--- src/rtl/calc_stream.sv ---
// rtl/calc_stream.sv - streaming calculator: collect framed operands, execute, emit status and result
//
// Purpose: pops a header word and two OP_W-bit operands (NW words each, LS word first)
// from a show-ahead input FIFO, runs one of eight operations (MUL is a one-bit-per-cycle
// shift-add), then pushes a status word and NR result words into an output FIFO.
//
// Ports:
//   clk      in   rising-edge clock
//   rst      in   synchronous active-high reset
//   datain   in   input FIFO head word (valid while empty=0)
//   empty    in   input FIFO empty
//   rden     out  input pop (combinational)
//   full     in   output FIFO full
//   dataout  out  output word (registered)
//   wren     out  output push (registered, one cycle per word)
//   busy     out  high whenever a frame is in progress

module calc_stream #(
    parameter int WORD_W = 48,
    parameter int OP_W   = 80
) (
    input  logic              clk,
    input  logic              rst,
    input  logic [WORD_W-1:0] datain,
    input  logic              empty,
    output logic              rden,
    input  logic              full,
    output logic [WORD_W-1:0] dataout,
    output logic              wren,
    output logic              busy
);

    localparam int NW      = (OP_W + WORD_W - 1) / WORD_W;
    localparam int NR      = (2 * OP_W + WORD_W - 1) / WORD_W;
    localparam int CNT_MAX = (OP_W > NR) ? OP_W : NR;
    localparam int CNT_W   = $clog2(CNT_MAX + 1);

    localparam logic [2:0] OP_ADD = 3'd0;
    localparam logic [2:0] OP_SUB = 3'd1;
    localparam logic [2:0] OP_MUL = 3'd2;
    localparam logic [2:0] OP_AND = 3'd3;
    localparam logic [2:0] OP_OR  = 3'd4;
    localparam logic [2:0] OP_XOR = 3'd5;
    localparam logic [2:0] OP_CMP = 3'd6;
    localparam logic [2:0] OP_RSV = 3'd7;

    typedef enum logic [2:0] {
        S_HDR,
        S_COL_A,
        S_COL_B,
        S_EXEC,
        S_EMIT_HDR,
        S_EMIT
    } state_t;

    state_t              r_state;
    state_t              w_next;
    logic [2:0]          r_op;
    logic [OP_W-1:0]     r_a;
    logic [OP_W-1:0]     r_b;
    logic [2*OP_W-1:0]   r_res;
    logic [CNT_W-1:0]    r_cnt;
    logic [WORD_W-1:0]   r_dataout;
    logic                r_wren;

    logic                w_rden;
    logic                w_busy;
    logic                w_last_nw;
    logic                w_last_nr;
    logic                w_last_mul;
    logic [2*OP_W-1:0]   w_alu;
    logic [OP_W:0]       w_mul_sum;
    logic [WORD_W-1:0]   w_status;
    logic [WORD_W-1:0]   w_res_word;

    assign w_last_nw  = (r_cnt == CNT_W'(NW - 1));
    assign w_last_nr  = (r_cnt == CNT_W'(NR - 1));
    assign w_last_mul = (r_cnt == CNT_W'(OP_W - 1));

    assign rden    = w_rden;
    assign busy    = w_busy;
    assign dataout = r_dataout;
    assign wren    = r_wren;

    always_ff @(posedge clk) begin
        if (rst) begin
            r_state <= S_HDR;
        end else begin
            r_state <= w_next;
        end
    end

    always_comb begin
        w_next = r_state;
        w_rden = 1'b0;
        w_busy = (r_state != S_HDR);
        case (r_state)
            S_HDR: begin
                if (!empty) begin
                    w_rden = 1'b1;
                    w_next = S_COL_A;
                end
            end
            S_COL_A: begin
                if (!empty) begin
                    w_rden = 1'b1;
                    if (w_last_nw) w_next = S_COL_B;
                end
            end
            S_COL_B: begin
                if (!empty) begin
                    w_rden = 1'b1;
                    if (w_last_nw) w_next = S_EXEC;
                end
            end
            S_EXEC: begin
                if (r_op != OP_MUL || w_last_mul) w_next = S_EMIT_HDR;
            end
            S_EMIT_HDR: begin
                if (!full) w_next = S_EMIT;
            end
            S_EMIT: begin
                if (!full && w_last_nr) w_next = S_HDR;
            end
            default: w_next = S_HDR;
        endcase
    end

    // Single-cycle operations; MUL and the reserved opcode leave this at zero.
    always_comb begin
        w_alu = '0;
        case (r_op)
            OP_ADD: w_alu[OP_W:0] = {1'b0, r_a} + {1'b0, r_b};
            OP_SUB: begin
                w_alu[OP_W-1:0] = r_a - r_b;
                w_alu[OP_W]     = (r_a < r_b);
            end
            OP_AND: w_alu[OP_W-1:0] = r_a & r_b;
            OP_OR:  w_alu[OP_W-1:0] = r_a | r_b;
            OP_XOR: w_alu[OP_W-1:0] = r_a ^ r_b;
            OP_CMP: w_alu[2:0] = {r_a > r_b, r_a == r_b, r_a < r_b};
            default: w_alu = '0;
        endcase
    end

    // Right-shifting product register: the upper half accumulates A whenever the
    // current multiplier LSB is set, and settled low bits shift down into the lower
    // half. After OP_W steps r_res holds the full product.
    assign w_mul_sum = {1'b0, r_res[2*OP_W-1:OP_W]} + {1'b0, (r_b[0] ? r_a : {OP_W{1'b0}})};

    always_comb begin
        w_status      = '0;
        w_status[2:0] = r_op;
        w_status[3]   = (r_op == OP_RSV);
        w_status[4]   = (r_res == '0);
        w_status[5]   = (r_op == OP_ADD || r_op == OP_SUB) && r_res[OP_W];
    end

    // Result word r_cnt; bits past 2*OP_W in the final word stay zero.
    always_comb begin
        w_res_word = '0;
        for (int j = 0; j < 2 * OP_W; j++) begin
            if (r_cnt == CNT_W'(j / WORD_W)) w_res_word[j % WORD_W] = r_res[j];
        end
    end

    always_ff @(posedge clk) begin
        if (rst) begin
            r_op      <= '0;
            r_a       <= '0;
            r_b       <= '0;
            r_res     <= '0;
            r_cnt     <= '0;
            r_dataout <= '0;
            r_wren    <= 1'b0;
        end else begin
            r_wren <= 1'b0;
            case (r_state)
                S_HDR: begin
                    if (!empty) begin
                        r_op  <= datain[2:0];
                        r_cnt <= '0;
                        r_res <= '0;
                    end
                end
                S_COL_A: begin
                    if (!empty) begin
                        for (int j = 0; j < OP_W; j++) begin
                            if (r_cnt == CNT_W'(j / WORD_W)) r_a[j] <= datain[j % WORD_W];
                        end
                        r_cnt <= w_last_nw ? '0 : r_cnt + CNT_W'(1);
                    end
                end
                S_COL_B: begin
                    if (!empty) begin
                        for (int j = 0; j < OP_W; j++) begin
                            if (r_cnt == CNT_W'(j / WORD_W)) r_b[j] <= datain[j % WORD_W];
                        end
                        r_cnt <= w_last_nw ? '0 : r_cnt + CNT_W'(1);
                    end
                end
                S_EXEC: begin
                    if (r_op == OP_MUL) begin
                        r_res <= {w_mul_sum, r_res[OP_W-1:1]};
                        r_b   <= {1'b0, r_b[OP_W-1:1]};
                        r_cnt <= w_last_mul ? '0 : r_cnt + CNT_W'(1);
                    end else begin
                        r_res <= w_alu;
                    end
                end
                S_EMIT_HDR: begin
                    if (!full) begin
                        r_dataout <= w_status;
                        r_wren    <= 1'b1;
                        r_cnt     <= '0;
                    end
                end
                S_EMIT: begin
                    if (!full) begin
                        r_dataout <= w_res_word;
                        r_wren    <= 1'b1;
                        r_cnt     <= w_last_nr ? '0 : r_cnt + CNT_W'(1);
                    end
                end
                default: ;
            endcase
        end
    end

endmodule
--- config.mk ---
export PLATFORM = sky130hd
export DESIGN_NAME = calc_stream
export DESIGN_NICKNAME = d
export VERILOG_FILES = /design/src/rtl/calc_stream.sv
export SDC_FILE = /design/constraint.sdc
export NUM_CORES = 2
export LEC_CHECK = 0
export ABC_AREA = 1
export BUFFER_PORTS_ARGS = -buffer_cell sky130_fd_sc_hd__buf_2
export CAP_MARGIN = 20
export CORE_ASPECT_RATIO = 1.75
export CORE_UTILIZATION = 45
export DETAILED_ROUTE_END_ITERATION = 10
export PLACE_DENSITY_LB_ADDON = 0.2
export SKIP_LAST_GASP = 1
export SYNTH_ARGS = -nofsm -noshare
export SYNTH_HDL_FRONTEND = slang
export SYNTH_SLANG_ARGS = --single-unit
--- constraint.sdc ---
create_clock -name clk -period 3.6 [get_ports clk]
set_input_delay 0.72 -clock clk [delete_from_list [all_inputs] [get_ports clk]]
set_output_delay 0.72 -clock clk [all_outputs]
set_load 0.005 [all_outputs]
==> results.sh, run 1 <==
export IMPL_synth_simple_gate_area_share_pct=33.5
export IMPL_clock_path_buffers=3
export IMPL_start_util_pct=45.6
export IMPL_postCtsHoldBufs=0
export IMPL_rows=147
export IMPL_ys_seq_area_share_pct=18.2
export IMPL_synth_top_family_by_area="simple AND/OR/NAND/NOR gates"
export IMPL_ys_flop_type="dfxtp_1"
export IMPL_avgSynthCellArea_sq_um=5.60
export IMPL_failed_stage="global routing (5_1_grt)"
export IMPL_error_line="[ERROR GRT-0116] Global routing finished with congestion. Check the congestion regions in the DRC Viewer."
export IMPL_fp_dieH_microns=406
export IMPL_yosysUniqueCellTypes=61
export IMPL_ys_async_sr_fraction_pct=0
export IMPL_grt_pass1_vias=69400
export IMPL_synthCells=7498
export IMPL_yosys_warnings=0
export IMPL_clock_sinks=382
export IMPL_numPortBuffers=102
export IMPL_die_w_microns=233
export IMPL_synth_edff_count=0
export IMPL_cts_root_buf="clkbuf_16"
export IMPL_status="stopped before the end"
export IMPL_synth_area_sq_mm=0.0420
export IMPL_synth_compound_area_share_pct=23.0
export IMPL_grt_max_degree=167
export IMPL_placedCellCount=9459
export IMPL_synthAdderAreaFrac_pct=10.7
export IMPL_placed_area_sq_mm=0.0504
export IMPL_place_congestion=1.30
export IMPL_yosys_mux_area_fraction_pct=0
export IMPL_ios=103
export IMPL_cts_max_level=2
export IMPL_grt_ovfl_total=3570
export IMPL_gr_usage_all_layers_pct=82.0
export IMPL_place_hpwl_microns=254000
export IMPL_grt_pass1_wl_microns=585000
export IMPL_synthXorXnorAreaFrac_pct=0.0209
export IMPL_ys_seq_elements=382
export IMPL_cts_made_buffers=42
export IMPL_syn_nets=7907
timing repair:
action / 4_1_cts
gates resized for setup: 1
buffers inserted: 0
cloned: 0
setup endpoints to repair: 1
Yosys cell counts (all sizes together) (4+ instances only):
library cell,n,area (sq um)
nand2,1975,7420
inv,1293,4860
a21oi,817,4100
nor2,787,3040
o21ai,622,3120
nand3,421,2120
dfxtp,382,7650
ha,354,4430
clkbuf,163,612
buf,122,672
nand4,84,526
nor3,79,452
a221oi,58,508
o22ai,53,332
nor4,42,269
o211ai,40,305
a31oi,39,250
o21bai,32,248
o221ai,22,193
o21a,19,143
o31ai,19,143
a21o,15,113
nand3b,14,105
or2,12,75.1
a211oi,5,37.5
a21boi,4,30.0
through the flow:
step	setup WS [ps]	utilization, %
3_5_place_dp	-149	54.7
2_1_floorplan	981	-
3_3_place_gp	-105	54.7
4_1_cts	18.2	56.2
logic make-up after synthesis:
| family | count (synthesis) |
|---|---|
| flops | 382 |
| buf+inv | 1579 |
| compound gates | 1758 |
| simple gates | 3421 |
| fa+ha+maj | 357 |
| xor+xnor | 1 |
metal layers:
layer / overflow / GRT usage [%]
met5: 3 / 20.1
met4: 774 / 86.0
met3: 25 / 59.8
met2: 2755 / 108
met1: 13 / 77.7
==> run 2: changes to the inputs <==
Settings changed: CORE_ASPECT_RATIO 1.75 to unset, CORE_UTILIZATION 45 to 30, PLACE_DENSITY_LB_ADDON 0.2 to 0.15.
==> run 2 against run 1 <==
The flow now finishes, with violations (setup timing). Synthesized cell count stayed put. Synthesized area unchanged.
==> results.sh, run 2 <==
export IMPL_setup_tns_ps=-232
export IMPL_hold_slack_ps=287
export IMPL_final_cell_mix="nand2_1 (1958), inv_1 (1266), buf_4 (1187), a21oi_1 (813), nor2_1 (742)"
export IMPL_ys_seq_area_share_pct=18.2
export IMPL_worstSkewPairLatency_ps=720
export IMPL_hp_class="in2reg"
export IMPL_drt_iter0_markers=8054
export IMPL_synth_top_cell_area_share_pct=18.2
export IMPL_finalMaxSlewViolations=0
export IMPL_numPortBuffers=102
export IMPL_postCtsHoldBufs=0
export IMPL_worstPathCellList="inv_1 -> ha_1 -> buf_4 -> nand2_1 -> buf_4 -> inv_1 -> nand2_1 -> o21ai_0 -> buf_4 -> nand2_1 -> nand2_1 -> nor2_1 -> nand2_1 -> nand2_1 -> nand3_1 -> nand3_1 -> a21oi_1 -> nor2_1"
export IMPL_pre_cts_slack_ps=-287
export IMPL_netlist_top_cells_count="nand2_1 (1972), inv_1 (1272), a21oi_1 (813)"
export IMPL_placed_area_sq_mm=0.0534
export IMPL_p_per_area_mw_per_mm2=747
export IMPL_synth_area_sq_mm=0.0420
export IMPL_synthCells=7498
export IMPL_path_common_cell="nand2_1"
export IMPL_drv_cap=0
export IMPL_max_freq_mhz=271
export IMPL_synth_top_area_cell="dfxtp_1"
export IMPL_area_growth_pct=32.9
export IMPL_antenna_found_initial=32
export IMPL_nets=9015
export IMPL_violations="setup timing"
export IMPL_status="complete, but fails checks"
export IMPL_rsz0062_at_grt="yes"
export IMPL_start_util_pct=30.4
export IMPL_ios=103
export IMPL_synthTopCellsByArea="dfxtp_1 (18%), nand2_1 (18%), inv_1 (11%)"
export IMPL_grt_ovfl_total=0
export IMPL_drive_gt1_share_pct=18.4
export IMPL_clock_path_buffers=3
export IMPL_critPathTopFamily="simple AND/OR/NAND/NOR gates"
export IMPL_cp_start_kind="register"
export IMPL_vias=58000
export IMPL_crit_required_ps=4150
export IMPL_viasPerCell=5.51
export IMPL_ys_seq_elements=382
export IMPL_hold_viol_final=0
export IMPL_grt_pass1_wl_microns=431000
export IMPL_top_regs="r_res: 160 flops, r_a: 80 flops, r_b: 80 flops"
export IMPL_ir_worst_vdd_uv=456
export IMPL_multi_input_area_sq_mm=0.0285
export IMPL_routedWlPerCell_microns=30.7
export IMPL_ant_nets=0
export IMPL_grt_max_degree=134
export IMPL_worst_slew_pin_slew_ps=1270
export IMPL_yosysUniqueCellTypes=61
export IMPL_yosys_warnings=0
export IMPL_layout_cells_most_common="nand2_1"
export IMPL_avgSynthCellArea_sq_um=5.60
export IMPL_largest_register_ffs=160
export IMPL_post_route_period_util_pct=102
export IMPL_drt_total_wl_microns=323000
export IMPL_regArea_sq_mm=0.00766
export IMPL_cts_max_level=2
export IMPL_cts_tree="yes"
export IMPL_fin_area_sq_mm=0.0558
export IMPL_fin_ws_ps=-85.7
export IMPL_path_class="reg2reg"
export IMPL_fp_dieH_microns=376
export IMPL_cp_end_kind="register"
export IMPL_die_area_sq_mm=0.141
export IMPL_rows=136
export IMPL_p_total_w=0.0417
export IMPL_place_congestion=1.10
export IMPL_slew_headroom_pct=15.0
export IMPL_regMostFlops="r_res"
export IMPL_grt_pass1_vias=52700
export IMPL_path_buf_inv=5
export IMPL_fin_crit_ps=3690
export IMPL_drtPass1Iterations=9
export IMPL_cts_made_buffers=56
export IMPL_cts_root_buf="clkbuf_16"
export IMPL_ys_async_sr_fraction_pct=0
export IMPL_clock_skew_ps=33.0
export IMPL_synth_most_common_cell="nand2_1"
export IMPL_die_w_microns=376
export IMPL_p_leak_nw=27.7
export IMPL_drc=0
export IMPL_num_fill_cells=15800
export IMPL_path_clk_slew_ps=70
export IMPL_place_hpwl_microns=276000
export IMPL_setup_viol=4
export IMPL_max_stage_delay_ps=580
export IMPL_clock_sinks=382
export IMPL_crit_slowest_cell="o21ai_0"
export IMPL_gr_usage_all_layers_pct=44.2
export IMPL_syn_nets=7907
export IMPL_arrival_ps=4240
export IMPL_critical_path_max_fanout=6
export IMPL_ys_flop_type="dfxtp_1"
export IMPL_core_sq_mm=0.138
export IMPL_synth_edff_count=0
## run 2: cell counts after synthesis
No cell type changed its count.
## run 2: power breakdown
part | internal [W] | switching [W]
sequential | 0.00476 | 0.000605
combinational | 0.00925 | 0.0206
clock | 0.00376 | 0.00277
## run 2: cell families after synthesis
family / Yosys count / synth area share (%)
and+or+nand+nor: 3421 / 33.5
AOI/OAI and AO/OA: 1758 / 23.0
buffers and inverters: 1579 / 14.6
DFF: 382 / 18.2
adders and majority gates: 357 / 10.7
xor gates and xnor gates: 1 / 0.0209
## run 2: metrics by stage
stage          utilization, %  instances
2_1_floorplan               -       7498
3_3_place_gp             38.6      10400
3_5_place_dp             38.6      10400
4_1_cts                  40.2      10500
5_1_grt                  40.4      10500
6_report                 40.4      10500
## run 2: path summary, 6_finish.rpt
kind / slack [ps] / start / to / depth (start not counted)
max: -90 / r_b[40]$_SDFFE_PP0P_ / r_res[52]$_SDFFE_PP0P_ / 18
min: 290 / datain[43] / r_b[43]$_SDFFE_PP0P_ / 3
max reg2reg: -90 / r_b[40]$_SDFFE_PP0P_ / r_res[52]$_SDFFE_PP0P_ / 18
min reg2reg: 460 / dataout[10]$_SDFFE_PP0P_ / dataout[10]$_SDFFE_PP0P_ / 2
## run 2: final cells by class
class | instances | area share [%]
diodes | 14 | 0.0628
clock buffers | 65 | 2.64
clock inverters | 40 | 1.04
inverters | 1294 | 8.72
multi-input cells | 5537 | 51.1
flip-flops and latches | 382 | 13.7
well taps | 1863 | 4.18
repair buffers | 1335 | 18.5
## run 2: worst reg2reg max path: cells and delay by family, from the launching register on
family,cells,cell delay [ps]
AOI/OAI and AO/OA,2,750
adders and majority gates,1,410
DFF,1,470
buffers and inverters,5,770
and+or+nand+nor,10,1120
## run 2: metal layers
metal	share of wire [%]	vias up	track usage, %
li1	-	26400	-
met1	44	27600	61.9
met2	37	3383	58.2
met3	13	527	17.1
met4	5.4	22	20.2
met5	0.083	-	0
## run 2: timing repair
action	CTS	global route
pin swaps	2	5
cloned	0	0
gates resized for setup	8	67
setup buffers	0	3
setup endpoints to repair	8	43
No activity file was read; power rests on OpenSTA's default activity.
